### config.mk
export PLATFORM = sky130hd
export DESIGN_NAME = secuenciador_notas
export DESIGN_NICKNAME = d
export VERILOG_FILES = /design/src/rtl/secuenciador_notas.sv
export SDC_FILE = /design/constraint.sdc
export NUM_CORES = 1
export LEC_CHECK = 0
export BUFFER_PORTS_ARGS = -buffer_cell sky130_fd_sc_hd__buf_2
export CAP_MARGIN = 20
export CORE_ASPECT_RATIO = 0.7
export CORE_MARGIN = 10
export CORE_UTILIZATION = 54
export CTS_CLUSTER_DIAMETER = 120
export CTS_CLUSTER_SIZE = 20
export DETAILED_ROUTE_END_ITERATION = 10
export GPL_TIMING_DRIVEN = 0
export HOLD_SLACK_MARGIN = 0.05
export PLACE_DENSITY = 0.77
export SLEW_MARGIN = 20
export SYNTH_ARGS = -nofsm -noshare
export SYNTH_HDL_FRONTEND = slang
export SYNTH_SLANG_ARGS = --single-unit
### constraint.sdc
create_clock -name clk -period 2.3 [get_ports clk]
set_input_delay 0.46 -clock clk [delete_from_list [all_inputs] [get_ports clk]]
set_output_delay 0.46 -clock clk [all_outputs]
set_load 0.01 [all_outputs]
### src/rtl/secuenciador_notas.sv
// Melody sequencer: walks the note ROM address, holds each note for a fixed time,
// inserts a silence between notes and turns the ROM half-period into a square wave.
module secuenciador_notas #(
  parameter int NUM_NOTAS       = 25,
  parameter int CICLOS_NOTA     = 3000000,
  parameter int CICLOS_SILENCIO = 600000,
  parameter int ANCHO_DUR       = 24
) (
  input  logic        clk,
  input  logic        rst_n,
  input  logic        iniciar,
  input  logic        detener,
  input  logic        repetir,
  input  logic [15:0] frecuencia_de_nota,
  output logic [4:0]  direccion_nota,
  output logic        audio,
  output logic        reproduciendo,
  output logic        fin
);

  typedef enum logic [1:0] {
    REPOSO   = 2'd0,
    SONANDO  = 2'd1,
    SILENCIO = 2'd2
  } estado_t;

  localparam logic [4:0]           ULTIMA_NOTA  = 5'(NUM_NOTAS - 1);
  localparam logic [ANCHO_DUR-1:0] FIN_NOTA     = ANCHO_DUR'(CICLOS_NOTA - 1);
  localparam logic [ANCHO_DUR-1:0] FIN_SILENCIO = ANCHO_DUR'(CICLOS_SILENCIO - 1);

  estado_t              estado_q, estado_d;
  logic [ANCHO_DUR-1:0] dur_q, dur_d;
  logic [15:0]          tono_q, tono_d;
  logic [4:0]           dir_q, dir_d;
  logic                 audio_q, audio_d;
  logic                 repro_q, repro_d;
  logic                 fin_q, fin_d;

  always_comb begin
    estado_d = estado_q;
    dur_d    = dur_q;
    tono_d   = tono_q;
    dir_d    = dir_q;
    audio_d  = audio_q;
    repro_d  = repro_q;
    fin_d    = 1'b0;

    if (detener) begin
      // Stop wins over start and over a note ending in the same cycle.
      estado_d = REPOSO;
      dur_d    = '0;
      tono_d   = '0;
      dir_d    = '0;
      audio_d  = 1'b0;
      repro_d  = 1'b0;
    end else begin
      unique case (estado_q)
        REPOSO: begin
          dur_d   = '0;
          tono_d  = '0;
          dir_d   = '0;
          audio_d = 1'b0;
          repro_d = 1'b0;
          if (iniciar) begin
            estado_d = SONANDO;
            repro_d  = 1'b1;
          end
        end

        SONANDO: begin
          // The >= compare keeps the divider sane if the period shrinks mid-note.
          if (frecuencia_de_nota == 16'd0) begin
            tono_d  = '0;
            audio_d = 1'b0;
          end else if (tono_q >= frecuencia_de_nota - 16'd1) begin
            tono_d  = '0;
            audio_d = ~audio_q;
          end else begin
            tono_d = tono_q + 16'd1;
          end

          if (dur_q == FIN_NOTA) begin
            dur_d   = '0;
            tono_d  = '0;
            audio_d = 1'b0;
            if (dir_q < ULTIMA_NOTA) begin
              estado_d = SILENCIO;
              dir_d    = dir_q + 5'd1;
            end else if (repetir) begin
              estado_d = SILENCIO;
              dir_d    = '0;
            end else begin
              estado_d = REPOSO;
              dir_d    = '0;
              repro_d  = 1'b0;
              fin_d    = 1'b1;
            end
          end else begin
            dur_d = dur_q + ANCHO_DUR'(1);
          end
        end

        SILENCIO: begin
          audio_d = 1'b0;
          tono_d  = '0;
          if (dur_q == FIN_SILENCIO) begin
            dur_d    = '0;
            estado_d = SONANDO;
          end else begin
            dur_d = dur_q + ANCHO_DUR'(1);
          end
        end

        default: begin
          estado_d = REPOSO;
          dur_d    = '0;
          tono_d   = '0;
          dir_d    = '0;
          audio_d  = 1'b0;
          repro_d  = 1'b0;
        end
      endcase
    end
  end

  always_ff @(posedge clk or negedge rst_n) begin
    if (!rst_n) begin
      estado_q <= REPOSO;
      dur_q    <= '0;
      tono_q   <= '0;
      dir_q    <= '0;
      audio_q  <= 1'b0;
      repro_q  <= 1'b0;
      fin_q    <= 1'b0;
    end else begin
      estado_q <= estado_d;
      dur_q    <= dur_d;
      tono_q   <= tono_d;
      dir_q    <= dir_d;
      audio_q  <= audio_d;
      repro_q  <= repro_d;
      fin_q    <= fin_d;
    end
  end

  assign direccion_nota = dir_q;
  assign audio          = audio_q;
  assign reproduciendo  = repro_q;
  assign fin            = fin_q;

endmodule

# ---- After elaboration in Yosys (flattened, before gate mapping)
# Index checks and enable logic that the tools add are counted.
dict set report word_totals {
  mem_count 0
  out_inout_bits 8
  ram_bits 0
  register_bits 50
  rom_bits 0
  wordCells 66
  input_bits 21
  latch_bits 0
}
dict set report op_classes {
  n_eq_ne 11
  n_mux 36
  add_sub_neg 4
  n_mul 0
  shifts 0
  n_bitwise 1
  n_div 0
  reduce_logical 5
  n_lt_le_gt_ge 2
}
# op n
set op_table {}
lappend op_table {{$mux W16} 5}
lappend op_table {{$mux W24} 3}
lappend op_table {{$pmux W24 S2} 1}
lappend op_table {{$add A24 B1 Y24 const B} 1}
lappend op_table {{$eq A24 B20 Y1 const B} 1}
lappend op_table {{$eq A24 B22 Y1 const B} 1}
lappend op_table {{$add A16 B1 Y16 const B} 1}
lappend op_table {{$ge A16 B16 Y1} 1}
lappend op_table {{$logic_not A16 Y1} 1}
lappend op_table {{$sub A16 B1 Y16 const B} 1}
lappend op_table {{$mux W1} 15}
lappend op_table {{$mux W5} 3}
lappend op_table {{$ne A3 B3 Y1 const B} 5}
lappend op_table {{$mux W2} 6}
lappend op_table {{$pmux W5 S2} 1}
lappend op_table {{$pmux W2 S3} 1}
lappend op_table {{$add A5 B1 Y5 const B} 1}
lappend op_table {{$lt A5 B5 Y1 const B} 1}
lappend op_table {{$ne A5 B5 Y1 const B} 1}
lappend op_table {{$reduce_and A4 Y1} 1}
lappend op_table {{$pmux W1 S3} 1}
lappend op_table {{$reduce_and A3 Y1} 1}
lappend op_table {{$eq A2 B1 Y1 const B} 1}
lappend op_table {{$eq A2 B2 Y1 const B} 1}
lappend op_table {{other kinds (4)} 4}

# ---- Logic depth before layout (Yosys ltp)
dict set report logic_depth {
  ltp_word 7
  depth_mapped 12
  mapped_depth_nobuf 11
}

# ---- Worst setup path after synthesis
# OpenSTA, ideal clock, no wires.
dict set report synth_path {
  path_kind {input to register}
  startpoint {in frecuencia_de_nota[5]}
  endpoint {reg tono_q[10]}
  arrival_time_ps 3616
  setup_slack_ps -1453
  path_buffers 1
  setup_ps 136
  path_stages 12
  cell_sequence {or4_1 > nor4_1 > nand2_1 > nor4_1 > xnor2_1 > ha_1 > nand4_1 > or4_1 > o32a_1 > nand2_1 > clkbuf_1 > nor3_1}
}
dict set report synth_via {
  elab_chain_cells 7
  elab_cells_between_ends 8
  classes_between {1 x add/sub; 1 x order compare; 5 x mux; 1 x reduce/logical}
}
# element line_no
set synth_rtl {}
lappend synth_rtl {{from (decl)} 14} ;# input logic [15:0] frecuencia_de_nota,
lappend synth_rtl {{$sub A16 B1 Y16} 75} ;# end else if (tono_q >= frecuencia_de_nota - 16'd1) begin
lappend synth_rtl {{$ge A16 B16 Y1} 75}
lappend synth_rtl {{$mux W16} 75}
lappend synth_rtl {{$mux W16 (*)} 72} ;# if (frecuencia_de_nota == 16'd0) begin
lappend synth_rtl {{$mux W16 (*)} 82} ;# if (dur_q == FIN_NOTA) begin
lappend synth_rtl {{$mux W16 (*)} 57} ;# unique case (estado_q)
lappend synth_rtl {{$mux W16 (*)} 48} ;# if (detener) begin
lappend synth_rtl {{named net tono_d[10]} 33} ;# logic [15:0] tono_q, tono_d;
lappend synth_rtl {{to (signal assigned)} 138} ;# tono_q <= tono_d;
lappend synth_rtl {{to (decl)} 33}
# The timed path passes the listed nets; every way through them passes the cells marked *.
# A chain may end at the register's enable or synchronous reset.

# ---- Worst setup path after layout
dict set report layout_path {
  startpoint {in frecuencia_de_nota[2]}
  endpoint {reg tono_q[12]}
}
# Same word-level chain as after synthesis.

==> impl_results.md <==
- DP HPWL: ~5.6 mm
- Fin. max-slew vios: 0
- RSZ-0062 raised after global routing: yes
- Warnings, synthesis: 0
- Mapped Nets: about 410
- Total gr overflow: 0
- Worst-path clk slew: 100 ps
- Pwr Total: 2.199 mW
- CP Capture Point: tono_q[12]
- Fin crit share: 143.3%
- GR peak layer: met2
- Starting Density: approximately 57%
- Layout area overhead: 21.48%
- Met1 Track Usage GR: 22.42%
- Iter 0 DRT Violations: 194
- Synth area leaders: dfrtp_1 (38%), ha_1 (9.2%), xnor2_1 (9.1%), nor2_1 (5.5%), nor3_1 (4.6%)
- R2r setup slk: -120 ps
- Worst Hold Class: in -> async
- Req. time, crit path: between 2000 and 2500 ps
- Vias: ~2,900
- First-pass GRT wire length: about 13 mm
- TritonCTS clock tree: done
- Clock period minus worst slack: 3296 ps
- WHS: approximately 150 ps
- H-tree depth: 2
- Die Y: 85.09 µm
- Routed length per instance: 16.49 µm
- Final Cell Area: just under 4000 µm²
- Routed WL: around 8.2 mm
- Fill cells: around 440
- DR pass1 iterations: 4
- GR met2 Demand/Resource: between 20 and 30%
- Primary FF master, synth: dfrtp_1
- Synth top area share: 38.28%
- Detail Route Antenna Nets: 0
- Row cnt: 23
- Total global-route track usage: 16.37%
- TritonCTS Buffers: 5
- Mapped Area: ~3300 µm²
- Peak supply drop: approximately 0.00027 V
- Skew final: between 10 and 15 ps
- Die X: between 100 and 150 µm
- Register Area: approximately 1300 µm²
- Final Hold Violating Endpoints: 0
- Outcome: complete, but fails checks
- CTS Buffer Depth: 2
- Vias in the first global route: 2,837
- Multi-input gate area: a little over 2000 µm²
- Crit end category: flip-flop
- Die ar.: roughly 9600 µm²
- Post-DP Area: 3540 µm²
- Violated checks: setup timing
- Slew headroom: 55.03%
- Reg2Reg Depth: 6
- Crit path launch: frecuencia_de_nota[2]
- Post-Syn Instances: 364
- Clock Latency Late Sink: approximately 310 ps
- Layout Nets: approximately 460
- # diodes: 0
- Pin count of the biggest net entering global routing: 51
- Worst EP arrival: ~3500 ps
- Clk sink count: 50
- Core ar.: between 5000 and 6000 µm²
- Setup TNS: -16,460 ps
- CP max FO: 5
- # DRC: 0
- Vias per cell: between 5 and 6
- MaxCap Viol Count: 0
- Gpl congestion: about 0.84
- Top cells by count, synth: dfrtp_1 (50), nor2_1 (48), xnor2_1 (34)
- Root buf cell: clkbuf_8
- Layout cells sized above 1: about a fifth
- Actual slew at the worst max-slew pin: approximately 660 ps
- Final setup fails: 17
- Fmax: just over 0.3 GHz
- Register area share after synthesis: a little under two fifths
- Port bufs: 28
- Worst R2R Start: dur_q[20]
- Global-route track usage on met3: roughly 3.4%
- Final worst setup slack: -995.7 ps
- CP Launch Type: input pin
- Initial antenna violation count: 0
- Synth area leader: dfrtp_1
- Synthesized area per cell: 8.978 µm²
- Register bit total from synthesis: 50
- Netlist cell types: between 40 and 50
- Cell with the most instances after synthesis: dfrtp_1
- Reg-to-Reg End: tono_q[12]
- EDFF count, synth: 0
- IO Pins: 29
- LEAKAGE: around 1.6 nW
- PwrDens: ~550 nW/µm²
- Post-synth ARST share: between 90% and 100%
- Crit Path Class: in -> reg
## worst min-delay path by stage
stage | start | end | cells after the start
after floorplan | rst_n | audio | 0
after global placement | dur_q[0] | dur_q[0] | 1
after detailed placement | dur_q[0] | dur_q[0] | 1
after CTS | rst_n | direccion_nota[4] | 1
after global routing | rst_n | reproduciendo | 1
final | rst_n | direccion_nota[4] | 1
## registers in the layout, summed over array words and instances, names as in the netlist
signal / flops
dur_q: 24
estado_q: 2
direccion_nota: 5
fin: 1
reproduciendo: 1
tono_q: 16
audio: 1
## timing repair
action	in CTS	in global routing
pin swaps	13	7
setup buffers	12	5
setup endpoints to repair	41	44
gates cloned	2	1
gates resized for setup	16	12
hold buffers	0	0
## placed cells by master, fill, tap and decap left out, types with 8 or more instances in the layout
master,synthesis,final
nand4_1,8,8
nor2_1,48,47
nor3_1,30,27
nor2b_1,8,8
ha_1,24,23
inv_1,14,14
nand3_1,21,21
and3_1,8,8
nand2_1,27,25
dfrtp_1,50,50
buf_4,0,17
xor2_1,16,16
buf_2,0,25
xnor2_1,34,34
a21oi_1,10,10
## per-stage QoR
step / util [%] / std cells / worst slack, ps
floorplan: - / 364 / -1013
global placement: 61.19 / 467 / -1392
detailed placement: 61.19 / 467 / -1464
CTS: 66.82 / 489 / -1079
global route: 68.64 / 495 / -1096
finish: 68.64 / 495 / -995.7
## worst max-delay path: stages
cell,delay [ps]
buf_8,100
or4_4,550
nor4_4,190
buf_4,190
nand2_4,50
nor3_2,120
xnor2_1,90
ha_1,290
nand4_1,150
or4_1,530
o32a_1,390
nand2_4,120
clkbuf_16,170
nor3_1,50
## per-layer routing
layer  part of all wire [%]  up-vias
li1                       -     1386
met1                     48     1403
met2                     48       55
met3                    3.8       11
met4                   0.80        0
met5                      0        -
## power breakdown
group	leakage, nW	switching, mW	internal [mW]
Sequential	0.696	0.0263	0.907
Clock	0.0714	0.301	0.464
Combinational	0.876	0.299	0.203
## cell type report
cell class / instances / share of cell area [%]
buffer: 7 / 1.607
clock buffer: 6 / 2.080
clock inverter: 2 / 1.513
inverter: 14 / 1.324
multi-input combinational: 293 / 51.15
sequential: 50 / 31.52
tap: 75 / 2.364
timing repair buffer: 48 / 8.446
## kinds of logic (layout without fill, tap and decap cells)
logic type	after synthesis	in the layout	share of synthesized area, %
compound gates	31	31	6.318
buf+inv	21	77	2.871
mux	1	1	0.3063
simple gates	187	187	29.63
xor+xnor	50	50	13.40
fa+ha+maj	24	24	9.188
flops	50	50	38.28
Note: power is estimated with default switching activity, not from simulation.
